File: config.mk
export PLATFORM = sky130hd
export DESIGN_NAME = instr_fetch_unit_flat
export DESIGN_NICKNAME = d
export VERILOG_FILES = /design/src/rtl/instr_fetch_unit_pkg.sv /design/src/rtl/instr_fetch_unit_if.sv /design/src/rtl/instr_fetch_unit_next_pc_sel.sv /design/src/rtl/instr_fetch_unit.sv /design/src/flat_wrapper.sv
export SDC_FILE = /design/constraint.sdc
export NUM_CORES = 1
export LEC_CHECK = 0
export CAP_MARGIN = 20
export CORE_ASPECT_RATIO = 1.1
export CORE_MARGIN = 4
export CORE_UTILIZATION = 45
export DETAILED_ROUTE_END_ITERATION = 12
export PLACE_DENSITY = 0.88
export SLEW_MARGIN = 20
export SYNTH_ARGS = -nofsm -noshare
export SYNTH_HDL_FRONTEND = slang
export SYNTH_SLANG_ARGS = --single-unit
export TNS_END_PERCENT = 10
File: constraint.sdc
create_clock -name clk -period 10.25 [get_ports clk]
set_input_delay 2.05 -clock clk [delete_from_list [all_inputs] [get_ports clk]]
set_output_delay 2.05 -clock clk [all_outputs]
set_load 0.01 [all_outputs]
File: src/rtl/instr_fetch_unit_pkg.sv
// Shared MIPS32 definitions used by the fetch stage.
// Contents: opcode constants for the main decoder, the fetch FSM state
// encoding, and the default program-counter value loaded on reset.
package mips_pkg;

    // Primary opcode field values, instr[31:26]
    localparam logic [5:0] OP_RTYPE = 6'b000000;
    localparam logic [5:0] OP_LW    = 6'b100011;
    localparam logic [5:0] OP_SW    = 6'b101011;
    localparam logic [5:0] OP_BEQ   = 6'b000100;
    localparam logic [5:0] OP_ADDI  = 6'b001000;
    localparam logic [5:0] OP_J     = 6'b000010;

    // Fetch FSM: FETCH waits for the memory ack, ISSUE presents the word
    typedef enum logic {
        ST_FETCH = 1'b0,
        ST_ISSUE = 1'b1
    } fetch_state_e;

    localparam logic [31:0] DEFAULT_RESET_PC = 32'h0000_0000;

endpackage

File: src/rtl/instr_fetch_unit_if.sv
// Instruction-memory request/ack bus.
//   imem_req   : fetch request, held until acked
//   imem_addr  : word-aligned fetch address, stable while imem_req=1
//   imem_ack   : one-cycle acknowledge, imem_rdata valid in the same cycle
//   imem_rdata : instruction word returned by memory
// master = fetch unit, slave = instruction memory.
interface instr_fetch_unit_if;

    logic        imem_req;
    logic [31:0] imem_addr;
    logic        imem_ack;
    logic [31:0] imem_rdata;

    modport master (
        output imem_req,
        output imem_addr,
        input  imem_ack,
        input  imem_rdata
    );

    modport slave (
        input  imem_req,
        input  imem_addr,
        output imem_ack,
        output imem_rdata
    );

endinterface

File: src/rtl/instr_fetch_unit_next_pc_sel.sv
// Next-PC selection for the fetch stage (purely combinational).
//   pc_plus4  in  : PC+4 of the issuing instruction
//   instr_idx in  : instr[25:0], jump target index
//   sign_imm  in  : sign-extended branch immediate (word offset)
//   branch    in  : BEQ-class instruction
//   zero      in  : ALU equality result
//   jump      in  : J-class instruction
//   next_pc   out : jump target, taken branch target, or PC+4 (in that priority)
module next_pc_sel (
    input  logic        [31:0] pc_plus4,
    input  logic        [25:0] instr_idx,
    input  logic signed [31:0] sign_imm,
    input  logic               branch,
    input  logic               zero,
    input  logic               jump,
    output logic        [31:0] next_pc
);

    logic signed [31:0] br_offset;
    logic        [31:0] br_target;
    logic        [31:0] j_target;

    // Word offset to byte offset; the top two immediate bits fall off,
    // and the add wraps modulo 2^32.
    assign br_offset = sign_imm <<< 2;
    assign br_target = pc_plus4 + $unsigned(br_offset);
    assign j_target  = {pc_plus4[31:28], instr_idx, 2'b00};

    always_comb begin
        next_pc = pc_plus4;
        if (jump) begin
            next_pc = j_target;
        end else if (branch && zero) begin
            next_pc = br_target;
        end
    end

endmodule

File: src/rtl/instr_fetch_unit.sv
// MIPS32 instruction fetch stage.
// Holds the PC, fetches one word at a time over the imem req/ack bus, and
// presents it to decode/execute until it issues; the decoder's branch/jump
// and the ALU zero flag come back to pick the next PC.
//   clk, reset  : clock, synchronous active-high reset
//   imem        : instruction-memory bus (master side)
//   stall       : downstream not ready, hold the presented instruction
//   branch/zero/jump/sign_imm : next-PC controls, sampled when issuing
//   instr, opcode, instr_valid, pc_plus4 : presented instruction
//   retired_cnt : number of issued instructions (wraps)
module instr_fetch_unit
    import mips_pkg::*;
#(
    parameter logic [31:0] RESET_PC = DEFAULT_RESET_PC
) (
    input  logic                clk,
    input  logic                reset,
    instr_fetch_unit_if.master  imem,
    input  logic                stall,
    input  logic                branch,
    input  logic                zero,
    input  logic                jump,
    input  logic signed [31:0]  sign_imm,
    output logic        [31:0]  instr,
    output logic        [5:0]   opcode,
    output logic                instr_valid,
    output logic        [31:0]  pc_plus4,
    output logic        [31:0]  retired_cnt
);

    fetch_state_e state_q, state_d;
    logic [31:0]  pc_q, pc_d;
    logic [31:0]  instr_q, instr_d;
    logic [31:0]  retired_q, retired_d;
    logic [31:0]  next_pc;

    next_pc_sel u_next_pc_sel (
        .pc_plus4  (pc_plus4),
        .instr_idx (instr_q[25:0]),
        .sign_imm  (sign_imm),
        .branch    (branch),
        .zero      (zero),
        .jump      (jump),
        .next_pc   (next_pc)
    );

    always_ff @(posedge clk) begin
        if (reset) begin
            state_q   <= ST_FETCH;
            pc_q      <= RESET_PC;
            instr_q   <= '0;
            retired_q <= '0;
        end else begin
            state_q   <= state_d;
            pc_q      <= pc_d;
            instr_q   <= instr_d;
            retired_q <= retired_d;
        end
    end

    // Ack outside FETCH carries nothing we asked for and is dropped; the
    // branch controls only matter on the cycle the instruction leaves.
    always_comb begin
        state_d   = state_q;
        pc_d      = pc_q;
        instr_d   = instr_q;
        retired_d = retired_q;
        case (state_q)
            ST_FETCH: begin
                if (imem.imem_ack) begin
                    instr_d = imem.imem_rdata;
                    state_d = ST_ISSUE;
                end
            end
            ST_ISSUE: begin
                if (!stall) begin
                    pc_d      = next_pc;
                    retired_d = retired_q + 32'd1;
                    state_d   = ST_FETCH;
                end
            end
            default: state_d = ST_FETCH;
        endcase
    end

    // Reset gates the request and valid in the reset cycle itself, so an
    // in-flight request is withdrawn immediately.
    assign imem.imem_req  = (state_q == ST_FETCH) && !reset;
    assign imem.imem_addr = pc_q;
    assign instr_valid    = (state_q == ST_ISSUE) && !reset;
    assign instr          = instr_q;
    assign opcode         = instr_q[31:26];
    assign pc_plus4       = pc_q + 32'd4;
    assign retired_cnt    = retired_q;

endmodule

File: src/flat_wrapper.sv
// flat-port wrapper written by rule: the top's interface ports become plain ports
module instr_fetch_unit_flat import mips_pkg::*;
#(
    parameter logic [31:0] RESET_PC = DEFAULT_RESET_PC
)
  (clk, reset, stall, branch, zero, jump, sign_imm, instr, opcode, instr_valid, pc_plus4, retired_cnt, imem_imem_req, imem_imem_addr, imem_imem_ack, imem_imem_rdata);
  instr_fetch_unit_if imem_i ();
  input  logic clk;
  input  logic reset;
  input  logic stall;
  input  logic branch;
  input  logic zero;
  input  logic jump;
  input  logic signed [31:0] sign_imm;
  output logic        [31:0] instr;
  output logic        [5:0] opcode;
  output logic instr_valid;
  output logic        [31:0] pc_plus4;
  output logic        [31:0] retired_cnt;
  output wire logic [$bits(imem_i.imem_req)-1:0] imem_imem_req;
  output wire logic [$bits(imem_i.imem_addr)-1:0] imem_imem_addr;
  input wire logic [$bits(imem_i.imem_ack)-1:0] imem_imem_ack;
  input wire logic [$bits(imem_i.imem_rdata)-1:0] imem_imem_rdata;
  assign imem_imem_req = imem_i.imem_req;
  assign imem_imem_addr = imem_i.imem_addr;
  assign imem_i.imem_ack = imem_imem_ack;
  assign imem_i.imem_rdata = imem_imem_rdata;
  instr_fetch_unit #(.RESET_PC(RESET_PC)) u_core (.clk(clk), .reset(reset), .imem(imem_i), .stall(stall), .branch(branch), .zero(zero), .jump(jump), .sign_imm(sign_imm), .instr(instr), .opcode(opcode), .instr_valid(instr_valid), .pc_plus4(pc_plus4), .retired_cnt(retired_cnt));
endmodule
==> results of run 1 <==
==> cells in the final DEF (no fill, tap or decap), types with 4 or more instances in the layout <==
cell and instances:
clkdlybuf4s50_1 199, nand2_1 144, dfxtp_1 95, a21oi_1 86, nor2_1 82, xor2_1 43
xnor2_1 37, ha_1 37, nand3_1 25, o21ai_0 25, nand4_1 15, and3_1 13
o211ai_1 13, inv_1 12, a21o_1 12, nor3_1 11, a211oi_1 10, clkbuf_16 9
o21a_1 8, nand2b_1 7, buf_4 7, nor2b_1 6, and4_1 5, and2_1 5
or3_1 5, a31oi_1 5, o31ai_1 5, a21boi_0 4, conb_1 4
==> state kept, by name, summed over array words and instances (netlist names) <==
signal,count
u_core.retired_cnt,32
u_core.imem.imem_addr,30
u_core.state_q,1
u_core.instr,32
==> worst max-delay path, cell delays in order <==
cell and delay (ns):
buf_2 0.63, nor2b_1 0.11, clkdlybuf4s50_1 0.52
==> final cells by class <==
cell class | count | area share [%]
clock buffers | 11 | 2.841
clock inverters | 5 | 0.6736
flip-flops and latches | 95 | 22.26
inverters | 12 | 0.5272
repair buffers | 207 | 23.99
multi-input cells | 661 | 47.02
well taps | 184 | 2.694
==> logic make-up (layout without fill, tap and decap cells) <==
family	Yosys count	after routing	synth area share [%]
buf+inv	57	235	4.201
xor+xnor	80	80	11.37
simple gates	335	335	24.76
other cells	1	4	0.06083
compound gates	202	202	20.60
fa+ha+maj	38	38	7.834
mux	2	2	0.3248
flops	95	95	30.85
==> layer usage <==
metal | vias to the layer above | global-route usage [%] | wire (µm)
li1 | 3179 | - | -
met5 | - | 0 | 0
met4 | 0 | 8.962 | 583
met1 | 2960 | 28.34 | 7773
met2 | 260 | 39.69 | 8952
met3 | 45 | 7.576 | 1762
==> power by group <==
group	switching (mW)	internal (mW)
Combinational	0.0988	0.0980
Clock	0.142	0.196
Sequential	0.0154	0.382
==> through the flow <==
| stage | area [µm²] | instances | worst slack, ns | power (mW) |
|---|---|---|---|---|
| after floorplan | 6176 | 813 | 5.220 | 0.5089 |
| after global placement | 8244 | 1159 | 4.896 | 0.5973 |
| after detailed placement | 8244 | 1159 | 4.900 | 0.6004 |
| after CTS | 8544 | 1175 | 4.889 | 0.9374 |
| after global routing | 8544 | 1175 | 4.792 | 0.9725 |
| final | 8544 | 1175 | 4.878 | 0.9324 |
==> path summary, 6_finish.rpt <==
kind,endpoint,slack (ns),depth (start not counted)
setup reg to reg,u_core.imem.imem_addr[31],6.28,17
hold / removal,u_core.instr[26],0.47,2
setup / recovery,instr_valid,4.88,3
hold reg to reg,u_core.instr[26],0.47,2
==> results.toml, run 1 <==
[outcome]
status = "completed"

[sta]
finalHoldWorstSlack_ns = 0.4673
setup_violations = 0
tns_ns = 0
fin_crit_ns = 5.372
finClkSkew_ns = 0.01040
drv_slew = 0
grt_setup_unrepaired = "false"
worst_pin_slew_ns = 1.002
relSlewSlack_pct = 33.17
max_freq_mhz = 186.2
hold_violations = 0
fin_crit_sh_pct = 52.41

[routing]
first_pass_iters = 5
vias = 6444
drc = 0
routed_wl_mm = 19.07
drt-initial-drc-count = 548
drtAntennaViolNets = 0
via_per_inst = 5.484
wire_per_inst_um = 16.23

[yosys]
synth_seq_cells = 95
synth_top_area_cell = "dfxtp_1"
synth_top_area_share_pct = 30.85
ys_top_cells_by_count = "144 x nand2_1, 95 x dfxtp_1, 86 x a21oi_1, 82 x nor2_1, 43 x xor2_1"
syn-cell-area_mm2 = 0.006165
synth_most_common_cell = "nand2_1"
ys_seq_area_share_pct = 30.85
ys.flop_type = "dfxtp_1"
synth.avg_cell_area_um2 = 7.611
synth-edff-count = 0
synth.distinct_cells = 64
yosys_warnings = 0
async_flop_share_pct = 0
syn_inst = 810
yosys-top-cells-area = "dfxtp_1 31%, nand2_1 8.8%, ha_1 7.5%"

[die]
die_h_um = 130.8
dieArea_mm2 = 0.01564
start_util_pct = 46.27
core_mm2 = 0.01332
rows = 44
die_w_um = 119.6
io-pin-count = 207

[worst_setup_path]
critPathKind = "input pin to output pin"
startpoint = "reset"
crit_required_ns = 8.20
critPathLaunchType = "input pin"
cp_max_fo = 44
arrival_ns = 3.32
crit_path_end_kind = "output pin"
reg2reg_from = "u_core.imem.imem_addr[2]"

[final_layout]
antenna_cells = 0
final_nets = 1095
syn_to_final_growth_pct = 38.60
fin_util_pct = 64.13
multi_input_area_mm2 = 0.004018
layout-drive-gt1-share_pct = 3.532
regArea_mm2 = 0.001902
fillers = 1165

[clocking]
h-tree-depth = 3
clkLatencyLatePin_ns = 0.34
ctsHoldBuffers = 0
numCtsBuffers = 9
cts_tree = "yes"
cts_resized = 0
clockBufferDepth = 2
clock_sinks = 95
path_clk_slew_ns = 0.06
clockRootBuffer = "clkbuf_16"
postCtsSetupRepairBufs = 0

[hold_path]
min_from = "u_core.instr[26]"
hold_path_class = "flop to flop"

[placed_design]
place_congestion = 0.9441
place_hpwl_mm = 14.56
port_buffers = 200

[global_routing]
grt_pass1_vias = 6045
grt_pass1_wl_mm = 29.90
groute.usage.overall_pct = 23.57
grt_max_degree = 51
globalRouteOverflowTotal = 0
antenna_found_initial = 0

[flow_run]
drv_cap = 0

[pwr]
irDropWorstVdd_mv = 0.08069
cellLeakagePower_nw = 3.309
p_per_area_mw_per_mm2 = 109.1
Note: power is estimated with default switching activity, not from simulation.
==> run 2, diff against run 1 <==
clock period = 5.1 ns   (was 10.25 ns; I/O delays follow)
==> results.toml, run 2 (synthesized netlist as in run 1, its figures left out) <==
[routing]
routed_wl_mm = 19.14
wire_per_inst_um = 16.28
vias = 6411
drc = 0
drtAntennaViolNets = 0
drt-initial-drc-count = 567
via_per_inst = 5.452
first_pass_iters = 5

[sta]
worst_pin_slew_ns = 1.001
finalHoldWorstSlack_ns = 0.4664
tns_ns = 0
fin_crit_sh_pct = 78.52
relSlewSlack_pct = 33.17
max_freq_mhz = 249.7
setup_ws_ns = 1.095
drv_slew = 0
setup_violations = 0
fin_crit_ns = 4.005
grt_setup_unrepaired = "false"
hold_violations = 0
finClkSkew_ns = 0.007744

[die]
die_h_um = 130.8
rows = 44
io-pin-count = 207
die_w_um = 119.6
core_mm2 = 0.01332
start_util_pct = 46.27
dieArea_mm2 = 0.01564

[clocking]
postCtsSetupRepairBufs = 0
cts_resized = 0
clkLatencyLatePin_ns = 0.34
clockRootBuffer = "clkbuf_16"
clock_sinks = 95
numCtsBuffers = 9
path_clk_slew_ns = 0.07
h-tree-depth = 3
ctsHoldBuffers = 0
clockBufferDepth = 2
cts_tree = "yes"

[pwr]
power.total_mw = 1.987
irDropWorstVdd_mv = 0.2337
cellLeakagePower_nw = 3.334
p_per_area_mw_per_mm2 = 230.9

[hold_path]
hold_path_class = "flop to flop"

[worst_setup_path]
arrival_ns = 4.22
critPathLaunchType = "flop"
crit_path_end_kind = "flop"
cp_slowest_cell = "dfxtp_1"
crit_required_ns = 5.32
r2r_slack_ns = 1.10
crit_top_cell = "a21oi_1"
slowest_delay_ns = 0.42
cp_max_fo = 7
path_cells = "ha_1 -> nand4_1 -> nor2_1 -> and2_1 -> nand4_1 -> xnor2_1 -> ha_1 -> a21o_1 -> a21o_1 -> a21oi_1 -> nor2_1 -> a211oi_1 -> a21oi_1 -> or3_1 -> nand3_1 -> a21oi_1 -> nand4b_1"
critPathKind = "flop to flop"

[flow_run]
drv_cap = 0

[placed_design]
port_buffers = 200
place_hpwl_mm = 14.56
place_congestion = 0.9477
post-place-ws_ns = 0.9393

[global_routing]
groute.usage.overall_pct = 23.31
globalRouteOverflowTotal = 0
grt_max_degree = 92
grt_pass1_wl_mm = 29.76
grt_pass1_vias = 6081
antenna_found_initial = 0

[final_layout]
final_common_cell = "clkdlybuf4s50_1"
syn_to_final_growth_pct = 39.60
layout-drive-gt1-share_pct = 3.730
antenna_cells = 0
final_nets = 1096
layout_common_cells = "199 x clkdlybuf4s50_1, 144 x nand2_1, 95 x dfxtp_1, 86 x a21oi_1, 82 x nor2_1"

[outcome]
status = "completed"
run 2: changes by cell type in the layout (fill, tap and decap cells not counted), sizes merged:
cell,change
clkbuf,-1
inv,+2
buf,+1
bufinv,+2
clkinvlp,+1
clkinv,-4
run 2: power by group:
group / switching [mW] / internal (mW) / leakage [nW] / total (mW)
combinational: 0.200 / 0.198 / 2.39 / 0.398
clock: 0.293 / 0.496 / 0.170 / 0.789
sequential: 0.0314 / 0.768 / 0.772 / 0.800
run 2: final timing paths:
| kind | from | endpoint | cells past startpoint |
|---|---|---|---|
| min | u_core.instr[26] | u_core.instr[26] | 2 |
| max reg2reg | u_core.imem.imem_addr[2] | u_core.imem.imem_addr[31] | 17 |
| max | u_core.imem.imem_addr[2] | u_core.imem.imem_addr[31] | 17 |
| min reg2reg | u_core.instr[26] | u_core.instr[26] | 2 |
run 2: worst max-delay path, delay by kind of cell, from the launching register on:
kind / cells / cell delay, ns
AOI/OAI and AO/OA: 6 / 0.96
xor gates and xnor gates: 1 / 0.33
adders and majority gates: 2 / 0.61
and+or+nand+nor: 8 / 1.57
DFF: 1 / 0.42
run 2: final cells by class:
cell class	instances	area, µm²
Fill cell	1172	4717
Sequential cell	95	1902
Clock buffer	10	239.0
Inverter	12	45.04
Timing Repair Buffer	208	2057
Clock inverter	6	115.1
Multi-Input combinational cell	661	4018
Tap cell	184	230.2
run 2: routing by layer:
layer	track usage, %	share of wire [%]
met1	28.96	42
met4	7.951	2.6
met5	0	0
met3	6.070	8.5
met2	39.63	46
run 2: metrics by stage:
step                      instance area (µm²)  utilization (%)  std cells
after floorplan                          6176                -        813
after global placement                   8252            61.94       1160
after detailed placement                 8252            61.94       1160
after CTS                                8606            64.59       1176
after global routing                     8606            64.59       1176
final                                    8606            64.59       1176
==> run 3, diff against run 2 <==
CORE_UTILIZATION = 42   (was 45)
PLACE_DENSITY = 0.86   (was 0.88)
clock period = 3.3 ns   (was 5.1 ns; I/O delays follow)
==> results.toml, run 3 (synthesized netlist as in run 1, its figures left out) <==
[global_routing]
globalRouteOverflowTotal = 0
grt_pass1_wl_mm = 33.43
groute.usage.overall_pct = 24.93
antenna_found_initial = 0
grt_max_degree = 42
grt_pass1_vias = 6737

[worst_setup_path]
crit_top_cell = "a21oi_2"
crit_required_ns = 3.51
cp_slowest_cell = "or3_4"
critPathLaunchType = "flop"
slowest_delay_ns = 0.39
path_cells = "ha_4 -> nand4_1 -> nor2_2 -> and2_4 -> nand4_1 -> xnor2_2 -> ha_4 -> a21o_1 -> a21o_1 -> a21oi_2 -> nor2_1 -> a211oi_2 -> a21oi_2 -> or3_4 -> nand3_4 -> a21oi_2 -> nand4b_1"
cp_max_fo = 4
crit_path_end_kind = "flop"
arrival_ns = 3.64
critPathKind = "flop to flop"

[final_layout]
layout.cells.non_filler = 1294
fillers = 1130
final_nets = 1207
fin_util_pct = 67.74
antenna_cells = 0
postLayoutCellArea_mm2 = 0.009747
final_common_cell = "clkdlybuf4s50_1"
syn_to_final_growth_pct = 58.11
layout-drive-gt1-share_pct = 18.97
layout_common_cells = "194 x clkdlybuf4s50_1, 141 x nand2_1, 118 x buf_4, 92 x dfxtp_1, 76 x nor2_1"

[outcome]
status = "complete, but fails checks"
violations = "negative setup slack"

[pwr]
switching_share_pct = 27.47
pwr-share-seq_pct = 41.4
cellLeakagePower_nw = 4.031
p_per_area_mw_per_mm2 = 304.8
clkPwrFrac_pct = 33.4
p_comb_share_pct = 25.3
cellInternalPower_mw = 2.155
irDropWorstVdd_mv = 0.2410
switchingPower_mw = 0.8161

[sta]
hold_violations = 0
grt_setup_unrepaired = "true"
drv_slew = 0
setup_ws_ns = -0.1275
setup_violations = 7
max_freq_mhz = 291.8
finClkSkew_ns = 0.005971
fin_crit_sh_pct = 103.9
fin_crit_ns = 3.427
relSlewSlack_pct = 57.07
worst_pin_slew_ns = 0.6416

[clocking]
ctsHoldBuffers = 0
clockRootBuffer = "clkbuf_16"
numCtsBuffers = 9
cts_tree = "yes"
clkLatencyLatePin_ns = 0.33
clock_sinks = 95
path_clk_slew_ns = 0.07
h-tree-depth = 3
clockBufferDepth = 2

[flow_run]
drv_cap = 0

[routing]
wire_per_inst_um = 16.94
drc = 0
first_pass_iters = 7
drtAntennaViolNets = 0
drt-initial-drc-count = 625
via_per_inst = 5.541
routed_wl_mm = 21.92
vias = 7170

[die]
rows = 46
dieArea_mm2 = 0.01668
die_h_um = 135.1
io-pin-count = 207
start_util_pct = 42.84
core_mm2 = 0.01439
die_w_um = 123.5

[placed_design]
place_congestion = 0.9325
place_hpwl_mm = 16.50
postPlaceCellArea_mm2 = 0.009077
dp_cells = 1269
port_buffers = 200

[hold_path]
hold_path_class = "flop to flop"
[run 3: cell types whose count changed in the layout (fill, tap and decap cells not counted), sizes merged]
cell	before	now
clkinvlp	1	0
inv	14	13
dlymetal6s2s	0	3
bufinv	3	1
clkbuf	10	11
dlygate4sd2	0	1
buf	9	121
clkdlybuf4s50	199	194
clkinv	0	2
[run 3: layout make-up]
cell class / count / area (µm²) / share of cell area, %
well taps: 192 / 240.2 / 2.465
multi-input cells: 661 / 4370 / 44.84
flip-flops and latches: 95 / 1911 / 19.60
clock buffers: 11 / 232.7 / 2.388
repair buffers: 319 / 2902 / 29.77
clock inverters: 4 / 46.29 / 0.4750
inverters: 12 / 45.04 / 0.4621
[run 3: worst paths after layout]
check	start	to	slack, ns	cells past startpoint
worst min-delay path	u_core.instr[2]	u_core.instr[2]	0.47	2
worst min register to register	u_core.instr[2]	u_core.instr[2]	0.47	2
worst max register to register	u_core.imem.imem_addr[3]	u_core.imem.imem_addr[31]	-0.13	17
worst max-delay path	u_core.imem.imem_addr[3]	u_core.imem.imem_addr[31]	-0.13	17
[run 3: repair_timing]
| action | in CTS | in global routing |
|---|---|---|
| pin swaps | 5 | 47 |
| gates resized for setup | 19 | 54 |
| endpoints found under the setup margin | 15 | 21 |
| buffers inserted | 1 | 9 |
| gates cloned | 0 | 0 |
[run 3: power groups by stage]
stage / sequential (mW) / combinational (mW) / clock [mW]
floorplan: 1.27 / 0.317 / 0
global placement: 1.25 / 0.681 / 0
detailed placement: 1.25 / 0.694 / 0
CTS: 1.23 / 0.702 / 1.02
global route: 1.23 / 0.807 / 1.06
finish: 1.23 / 0.751 / 0.991
[run 3: worst max-delay path: cells and delay by family, from the launching register on]
kind,cells,cell delay [ns]
flip-flops,1,0.37
XOR/XNOR,1,0.28
AND/OR/NAND/NOR,8,1.37
AO/OA/AOI/OAI,6,0.91
adder cells (fa/ha/maj),2,0.37
[run 3: layer usage]
layer / track usage, % / share of wire, %
met1: 31.64 / 40
met2: 40.07 / 47
met3: 6.410 / 8.6
met4: 10.34 / 4.4
met5: 0 / 0
[run 3: stage by stage]
stage	hold WS, ns	total power, mW	TNS [ns]	setup WS (ns)
global placement	0.4572	1.933	-2.495	-0.3686
CTS	0.4732	2.950	-0.1877	-0.06974
floorplan	0.4820	1.584	0	0.02807
global route	0.4959	3.106	-2.339	-0.2711
finish	0.4709	2.971	-0.3883	-0.1275
detailed placement	0.4641	1.947	-3.461	-0.4362
